$ cat src/rtl/router_fifo.sv
// router_fifo
// ----------------------------------------------------------------------------
// Packet FIFO for one router output port. Each stored word is a byte plus a
// header flag (bit WIDTH), set when the byte was written while the input FSM
// was in its load-first-data state. On the read side, a 7-bit packet counter
// tracks how many bytes of the current packet remain. The registered output
// returns to zero once a packet has drained and no read is pending.
//
// Ports
//   clk        : sole clock, rising edge
//   reset      : asynchronous active-high reset, clears all state
//   soft_reset : synchronous active-high flush (per-output timeout)
//   write_enb  : write request for data_in this cycle
//   read_enb   : read request this cycle
//   lfd_state  : high when data_in is the packet header byte
//   data_in    : byte from the register stage
//   data_out   : registered read data
//   full       : DEPTH words stored (combinational)
//   empty      : no words stored (combinational)
// ----------------------------------------------------------------------------
module router_fifo #(
    parameter int DEPTH = 16,
    parameter int WIDTH = 8
) (
    input  logic             clk,
    input  logic             reset,
    input  logic             soft_reset,
    input  logic             write_enb,
    input  logic             read_enb,
    input  logic             lfd_state,
    input  logic [WIDTH-1:0] data_in,
    output logic [WIDTH-1:0] data_out,
    output logic             full,
    output logic             empty
);

    localparam int ADDR = $clog2(DEPTH);
    localparam logic [ADDR:0] PTR_ONE = {{ADDR{1'b0}}, 1'b1};

    // Pointers carry one extra wrap bit so full and empty are distinguishable.
    logic [ADDR:0]  wr_ptr;
    logic [ADDR:0]  rd_ptr;
    logic [WIDTH:0] mem [DEPTH];
    logic [6:0]     pkt_count;
    logic           write_ok;
    logic           read_ok;
    logic [WIDTH:0] rd_word;

    assign empty    = (wr_ptr == rd_ptr);
    assign full     = (wr_ptr == {~rd_ptr[ADDR], rd_ptr[ADDR-1:0]});
    assign write_ok = write_enb && !full;
    assign read_ok  = read_enb && !empty;
    assign rd_word  = mem[rd_ptr[ADDR-1:0]];

    // Storage array is deliberately not reset; the pointers guarantee that
    // no unwritten word is ever read out.
    always_ff @(posedge clk) begin
        if (write_ok && !soft_reset && !reset) begin
            mem[wr_ptr[ADDR-1:0]] <= {lfd_state, data_in};
        end
    end

    // Write pointer. A flush takes priority over any write in the same cycle.
    always_ff @(posedge clk or posedge reset) begin
        if (reset) begin
            wr_ptr <= '0;
        end else if (soft_reset) begin
            wr_ptr <= '0;
        end else if (write_ok) begin
            wr_ptr <= wr_ptr + PTR_ONE;
        end
    end

    // Read pointer, packet counter and registered output.
    // The header byte carries the payload length in bits [7:2]. The counter
    // loads length+1 so that it also covers the trailing parity byte.
    // data_out is cleared only when idle with no packet in flight. This keeps
    // the last byte of a packet visible for one cycle after it is read.
    always_ff @(posedge clk or posedge reset) begin
        if (reset) begin
            rd_ptr    <= '0;
            pkt_count <= '0;
            data_out  <= '0;
        end else if (soft_reset) begin
            rd_ptr    <= '0;
            pkt_count <= '0;
            data_out  <= '0;
        end else if (read_ok) begin
            rd_ptr   <= rd_ptr + PTR_ONE;
            data_out <= rd_word[WIDTH-1:0];
            if (rd_word[WIDTH]) begin
                pkt_count <= {1'b0, rd_word[7:2]} + 7'd1;
            end else if (pkt_count != 7'd0) begin
                pkt_count <= pkt_count - 7'd1;
            end
        end else if (pkt_count == 7'd0) begin
            data_out <= '0;
        end
    end

endmodule

$ cat config.mk
export PLATFORM = sky130hd
export DESIGN_NAME = router_fifo
export DESIGN_NICKNAME = d
export VERILOG_FILES = /design/src/rtl/router_fifo.sv
export SDC_FILE = /design/constraint.sdc
export NUM_CORES = 1
export LEC_CHECK = 0
export ABC_AREA = 1
export CAP_MARGIN = 20
export CORE_ASPECT_RATIO = 0.8
export CORE_MARGIN = 4
export CORE_UTILIZATION = 35
export DETAILED_ROUTE_END_ITERATION = 10
export DONT_BUFFER_PORTS = 1
export PLACE_DENSITY = 0.6
export SLEW_MARGIN = 5
export SYNTH_ARGS = -nofsm -noshare
export SYNTH_HDL_FRONTEND = slang
export SYNTH_SLANG_ARGS = --single-unit
$ cat constraint.sdc
create_clock -name clk -period 2 [get_ports clk]
set_input_delay 0.4 -clock clk [delete_from_list [all_inputs] [get_ports clk]]
set_output_delay 0.4 -clock clk [all_outputs]
set_load 0.03 [all_outputs]
Yosys cells after proc, flatten, opt, wreduce, memory -nomap -nowiden --
Memories as Yosys holds them, arrays and structs flattened. Cells that the tools add are included.
Word-level totals: register bits after elaboration 25, RAM bits 144, output and inout port bits 10, word-level logic and storage cells 40, memories 1
Memory list:
- mem | depth 16, bits a word 9, rd ports 1, clocked after memory_dff 0, wr ports 1, line 43 | logic [WIDTH:0] mem [DEPTH];
Operators by class: $add $sub $neg 4, eq/ne operators 2, multiplexer cells 13, bitwise gates (word level) 1, reductions and logical operators 15
Operators with widths (number):
- 7-bit two-way mux | 4
- 8-bit two-way mux | 3
- 5-bit two-way mux | 4
- 5-bit by 1-bit adder with 5-bit output (second input constant) | 2
- 5-bit == test | 2
- 6-bit by 1-bit adder with 7-bit output (second input constant) | 1
- 7-bit logical NOT | 1
- 7-bit nonzero test | 1
- 7-bit by 1-bit subtractor with 7-bit output (second input constant) | 1
- 3-bit nonzero test | 2
- 1-bit logical AND | 4
- 1-bit logical NOT | 4
- 2-bit nonzero test | 2
- 1-bit two-way mux | 2
- 2-bit AND reduction | 1
- 1-bit inverter | 1

Depth between registers and ports, before layout --
Gate-level depths: netlist of run 1.
word-level depth 8, depth in mapped cells 18

Least setup slack after synthesis of run 1 --
OpenSTA, ideal clock, no wires.
path type reg-to-reg, start register rd_ptr[0], end memory mem[12][0] (netlist name), enable pin, library setup time 0.374 ns, arrival time 1.696 ns, path slack -0.070 ns, cell stages (with the launch flop) 10, buffers on the path 1, period minus slack after synthesis 2.070 ns, path through dfrtp_1 > buf_6 > xor2_1 > a21oi_2 > nand2_1 > or2_1 > nand2_2 > nor3_2 > nand2_1 > nor2_1
Between the ends: cells in the longest elaborated chain, start to end 7
Ends and longest elaborated chain:
- start, declared | line 42 | logic [ADDR:0] rd_ptr;
- start signal, assigned | line 89 | rd_ptr <= rd_ptr + PTR_ONE;
- 5-bit == test | line 50 | assign full = (wr_ptr == {~rd_ptr[ADDR], rd_ptr[ADDR-1:0]});
- 1-bit logical NOT | line 51 | assign write_ok = write_enb && !full;
- 1-bit logical AND | line 51
- 1-bit logical AND (2 in a row) | line 58 | if (write_ok && !soft_reset && !reset) begin
- 1-bit two-way mux | line 58
- 1-bit two-way mux (not written as such) | line 59 | mem[wr_ptr[ADDR-1:0]] <= {lfd_state, data_in};
- end, declared | line 43
Every way passes these cells.

Worst setup path after layout of run 1 --
start register rd_ptr[0], end output port full
Between the ends: cells in the longest elaborated chain, start to end 1
Ends and longest elaborated chain:
- 5-bit == test | line 50
- end, declared | line 33 | output logic full,
Every way passes these cells.

==> results of run 1 <==
==> per-stage QoR <==
stage | instance area [um^2] | instances | TNS, ps
2_1_floorplan | 7580 | 728 | -10080
3_3_place_gp | 8230 | 1035 | -7970
3_5_place_dp | 8230 | 1035 | -9670
4_1_cts | 9050 | 1081 | -95.3
5_1_grt | 9420 | 1088 | -21570
6_report | 9420 | 1088 | -6840
==> cell usage after synthesis (3+ instances only) <==
library cell / instances / area, um^2
nand2_2: 8 / 50.1
xor2_1: 4 / 35.0
a22oi_1: 4 / 30.0
inv_2: 8 / 30.0
nor2_2: 4 / 25.0
o211ai_1: 3 / 22.5
nand2_1: 205 / 769
nor2_1: 64 / 240
o21ai_1: 17 / 85.1
xnor2_1: 3 / 26.3
nand3_1: 51 / 255
buf_6: 9 / 101
o22ai_1: 6 / 37.5
buf_2: 8 / 40.0
edfxtp_1: 144 / 4320
dfrtp_1: 25 / 626
buf_4: 9 / 67.6
a21oi_1: 21 / 105
ha_1: 8 / 100
inv_1: 74 / 278
a32o_1: 4 / 40.0
o21ai_0: 29 / 145
nor3_1: 5 / 25.0
==> metal layers <==
metal  global-route usage (%)  vias up
li1                         -     2585
met1                     23.8     2578
met2                     23.6      152
met3                     3.77       21
met4                     4.37        0
met5                        0        -
==> report_power, final <==
group | switching (mW) | internal [mW] | total, mW
Combinational | 1.09 | 0.807 | 1.90
Clock | 1.37 | 1.83 | 3.20
Sequential | 0.122 | 3.92 | 4.04
==> layout make-up <==
type | count | area (um^2)
multi-input combinational | 448 | 2370
fill | 1928 | 11600
tap | 269 | 337
inverter | 84 | 345
sequential | 169 | 4950
timing repair buffer | 84 | 837
timing repair inverter | 2 | 15.0
clock buffer | 20 | 437
clock inverter | 12 | 125
==> flip-flops by register name, summed over array words and instances (netlist names) <==
name,cells
mem,144
data_out,8
pkt_count,7
rd_ptr,5
wr_ptr,5
==> worst max-delay path: stages, from the launching register on <==
cell,delay [ps]
dfrtp_2,470
xor2_1,190
a21oi_2,160
nand2_1,80
or2_4,280
inv_6,90
==> cell families (layout without fill, tap and decap cells) <==
family | Yosys count | in the layout | synth area share, %
buffers and inverters | 111 | 202 | 7.03
AND/OR/NAND/NOR | 346 | 346 | 19.0
adder cells (fa/ha/maj) | 8 | 8 | 1.32
XOR/XNOR | 7 | 7 | 0.809
flip-flops | 169 | 169 | 65.3
AO/OA/AOI/OAI | 87 | 87 | 6.50
==> cells in the final DEF, fill, tap and decap left out, types with 5 or more instances in the layout <==
cell         n
edfxtp_1   144
a21oi_1     21
buf_6       23
dfrtp_1     22
nor3_1       5
inv_6        5
nor2_2       5
nand3_2     17
buf_4       52
nand3_1     34
clkbuf_16   18
inv_2       10
buf_12       6
nand2_1    180
o22ai_1      5
ha_1         7
inv_1       68
nand2_2     24
nand2_4      9
nor2_1      60
o21ai_1     19
o21ai_0     26
==> worst min path at each step <==
stage	start	to	slack, ps	depth (start not counted)
after global routing	data_in[7]	mem[12][7]	30	0
after floorplan	reset	data_out[0]	430	1
after detailed placement	reset	wr_ptr[4]	380	2
after global placement	reset	wr_ptr[4]	370	2
after CTS	data_in[4]	mem[13][4]	40	0
final	data_in[7]	mem[6][7]	60	0
==> what timing repair did <==
action                                 CTS  global route
buffers inserted                        10             9
endpoints found under the hold margin   25             0
setup endpoints to repair              154           158
gates resized for setup                 36            88
pin swaps                                6            29
hold buffers                             1             0
gates cloned                             3             1
==> impl_results.md, run 1 <==
* DRT Wirelength at between 15 and 20 mm
* Max_slew headroom at 67.2%
* Post-synth EDFFs at approximately 140
* R2R Setup Slk at -70 ps
* Failing checks: negative setup slack
* CTS tree: built
* Layout Skew at roughly 10 ps
* Chip width at between 150 and 200 um
* Worst r2r dst: mem[9][5]
* Via count at around 5300
* Die Height at 140 um
* WHS at 57.0 ps
* Top sig layer: met4
* Detail-routed net length per standard cell at approximately 18 um
* Main flop type after synthesis: edfxtp_1
* # diodes at 0
* Row cnt at 47
* Post-layout util at 44.9%
* Largest net degree at the start of global routing at 28
* Port Buffers at 0
* DRT Pass-1 Iters at 5
* Final Max Tran Viols at 0
* M1 WL at around 9.1 mm
* Worst R2R Path Depth at 10
* Worst setup path endpoint: full
* Grt total ovfl at 0
* Final WS setup at -107 ps
* Critical path arrival at ~1700 ps
* Worst setup path start: rd_ptr[0]
* Place WS at -138 ps
* DRT iter0 DRCs at 440
* # Max-Cap Violations at 0
* # nets final at between 800 and 900
* Root Buffer Master: clkbuf_16
* VDD IR-drop max at roughly 0.00047 V
* DIE AREA at 0.0241 mm^2
* Drc violations at 0
* Sequential-to-total area share from yosys stat at between 60% and 70%
* Final period utilization at 105%
* Post-Syn Area per Cell at ~10 um^2
* Status: finished with violations
* CP Max Fanout at 6
* Crit Path Category: flop to output pin
* Mapped cell area at between 0.007 and 0.008 mm^2
* First-pass GRT wire length at between 20 and 30 mm
* Final Wtd Congestion at between 0.8 and 0.9
* Synth Instances at between 700 and 800
* Clock-pin slew of the registers on the worst-case setup and hold paths at roughly 70 ps
* Number of global-route vias before repair at 5160
* Initial core utilization at 36.1%
* Pwr Total at approximately 9.1 mW
* Core Footprint at about 0.021 mm^2
* Critical Path End Type: output pin
* RSZ-0062 raised after global routing: yes
* Reg-to-reg critical path startpoint: rd_ptr[0]
* Syn nets at between 700 and 800
* Area growth, synth to finish at 24.2%
* LEAKAGE at around 3.8 nW
* Max Root-Sink Buffers at 2
* CP Launch Type: flop
* Synth Register Bits at roughly 170
* Dpl hpwl at between 10 and 15 mm
* Final worst path period need at approximately 2100 ps
* Final hold vios at 0
* Tot GR Track Use at roughly 16%
* H-tree depth at 4
* Fmax at 0.475 GHz
* Hold Path Class: primary input to flop
* Clk sinks at 169
* Req. time, crit path at between 1500 and 2000 ps
* Power per Cell Area at around 970 mW/mm^2
* IO Pins at 24
* Detail Route Antenna Nets at 0
* DR vias/cell at a little under 5
* Share of cells above drive strength 1 at between 20% and 30%
* Initial antenna violation count at 0
* YS warnings at 0
* Worst skew pair latency at between 400 and 500 ps
* Final setup fails at 150
* Met2 wire len at approximately 8.5 mm
* CTS Buf Count at 17
* FFs w/ async S/R, synth at between 10% and 20%
* Metal3 WL at between 1 and 1.5 mm
* Library cells used by synthesis at 35
* Least-Margin Pin Slew at 488 ps
(Power assumes the default switching activity.)
==> inputs of run 2 (changes only) <==
--- a/config.mk
+++ b/config.mk
@@ -12,6 +12,7 @@
 export CORE_UTILIZATION = 35
 export DETAILED_ROUTE_END_ITERATION = 10
 export DONT_BUFFER_PORTS = 1
+export MAX_ROUTING_LAYER = met4
 export PLACE_DENSITY = 0.6
 export SLEW_MARGIN = 5
 export SYNTH_ARGS = -nofsm -noshare
==> run 2 against run 1 <==
  * The flow still finishes with violations (negative setup slack)
  * Wire length up 0.19%
  * Power about the same
  * Maximum frequency about the same
  * Critical path type unchanged
  * Largest cell class unchanged
==> impl_results.md, run 2 (same netlist as run 1, synthesis figures left out) <==
* Max_slew headroom at approximately two thirds
* Switch Pwr at 2.59 mW
* Critical Path End Type: output pin
* Least-Margin Pin Slew at approximately 490 ps
* Commonest non-fill, non-tap cell in the layout: nand2_1
* Power per Cell Area at a little under 1000 mW/mm^2
* Place WS at -138 ps
* DIE AREA at about 0.024 mm^2
* CTS Buf Count at 17
* Clock-pin slew of the registers on the worst-case setup and hold paths at 70 ps
* Failing checks: negative setup slack
* Clk sinks at about 170
* Hold Path Class: primary input to flop
* Final Max Tran Viols at 0
* DRT iter0 DRCs at about 440
* Die Height at 140 um
* Row cnt at between 40 and 50
* Final setup fails at between 100 and 150
* Tot GR Track Use at between 10% and 20%
* Area growth, synth to finish at 24.2%
* Req. time, crit path at between 1500 and 2000 ps
* Chip width at ~170 um
* CP Max Fanout at 6
* Area of the multi-input gates at between 0.002 and 0.0025 mm^2
* Initial core utilization at roughly 36%
* R2R Setup Slk at -70 ps
* DRT Wirelength at 19.1 mm
* Layout Skew at slightly above 9 ps
* Root Buffer Master: clkbuf_16
* Worst setup path endpoint: full
* Critical path arrival at approximately 1700 ps
* Port Buffers at 0
* CP Launch Type: flop
* Final hold vios at 0
* Worst R2R Path Depth at 10
* Final worst path period need at between 2000 and 2500 ps
* Sequential cell fraction of total power at between 40% and 50%
* Int Power at between 6 and 7 mW
* Dpl hpwl at roughly 12 mm
* Number of global-route vias before repair at 5151
* Final Wtd Congestion at 0.823
* Largest net degree at the start of global routing at 28
* Final WS setup at -105 ps
* RSZ-0062 raised after global routing: yes
* H-tree depth at 4
* WHS at about 58 ps
* Switching Fraction at between 20% and 30%
* Comb power frac at between 20 and 25%
* DR vias/cell at between 4 and 5
* # Max-Cap Violations at 0
* Fill count at approximately 1900
* Crit Path Category: flop to output pin
* Worst r2r dst: mem[9][5]
* LEAKAGE at 3.83 nW
* # nets final at ~830
* Worst skew pair latency at 430 ps
* CTS tree: built
* Reg area at ~0.005 mm^2
* DRT Pass-1 Iters at 5
* Status: finished with violations
* Post-layout util at between 40% and 50%
* # diodes at 0
* IO Pins at 24
* Most frequent cells in the layout: 180 x nand2_1, 144 x edfxtp_1, 68 x inv_1
* Fmax at 0.475 GHz
* Max Root-Sink Buffers at 2
* Largest register FFs at around 140
* Detail Route Antenna Nets at 0
* Core Footprint at around 0.021 mm^2
* Detail-routed net length per standard cell at 17.5 um
* Clock power share at a little over a third
* Final period utilization at 105%
* Grt total ovfl at 0
* First-pass GRT wire length at 29.5 mm
* Share of cells above drive strength 1 at between 20% and 30%
* Via count at 5313
* Reg-to-reg critical path startpoint: rd_ptr[0]
* Worst setup path start: rd_ptr[0]
* Initial antenna violation count at 0
* Drc violations at 0
* VDD IR-drop max at roughly 0.00047 V
-- run 2: layer usage --
layer	wire, um	vias up	track usage, %
met5	0	-	-
met4	269	0	4.37
met3	955	22	3.77
met2	8480	130	23.5
met1	9390	2576	24.0
li1	-	2585	-
-- run 2: timing repair --
action,in CTS,in global routing
resized for setup,36,88
gates cloned,3,1
hold buffers,1,0
hold endpoints to repair,25,0
setup endpoints to repair,154,158
setup buffers,10,9
pin swaps,6,29
-- run 2: worst min path at each step --
stage | slack, ps | from | to | cells past startpoint
floorplan | 430 | reset | data_out[0] | 1
global placement | 370 | reset | wr_ptr[4] | 2
detailed placement | 380 | reset | wr_ptr[4] | 2
CTS | 40 | data_in[4] | mem[13][4] | 0
global route | 30 | data_in[7] | mem[12][7] | 0
finish | 60 | data_in[7] | mem[6][7] | 0
-- run 2: final cells by class --
cell class | instances | area share (%)
Multi-Input combinational cell | 448 | 25.1
Clock inverter | 12 | 1.33
Tap cell | 269 | 3.57
Timing Repair Buffer | 84 | 8.89
Timing Repair inverter | 2 | 0.159
Inverter | 84 | 3.67
Sequential cell | 169 | 52.6
Clock buffer | 20 | 4.64
-- run 2: stage by stage --
| stage | TNS [ps] | area [um^2] | std cells | power (mW) |
|---|---|---|---|---|
| after floorplan | -10080 | 7580 | 728 | 5.18 |
| after global placement | -7970 | 8230 | 1035 | 5.58 |
| after detailed placement | -9670 | 8230 | 1035 | 5.59 |
| after CTS | -95.3 | 9050 | 1081 | 8.97 |
| after global routing | -21610 | 9420 | 1088 | 9.56 |
| final | -6640 | 9420 | 1088 | 9.14 |
-- run 2: power by group through the flow --
stage / sequential (mW) / combinational [mW] / clock (mW)
6_report: 4.04 / 1.90 / 3.21
4_1_cts: 4.03 / 1.70 / 3.24
3_5_place_dp: 4.11 / 1.48 / 0
3_3_place_gp: 4.10 / 1.47 / 0
2_1_floorplan: 4.09 / 1.09 / 0
5_1_grt: 4.05 / 2.10 / 3.42
-- run 2: worst max-delay path, cell delays in order, from the launching register on --
cell and delay, ps:
dfrtp_2 470, xor2_1 190, a21oi_2 160, nand2_1 80, or2_4 280, inv_6 90
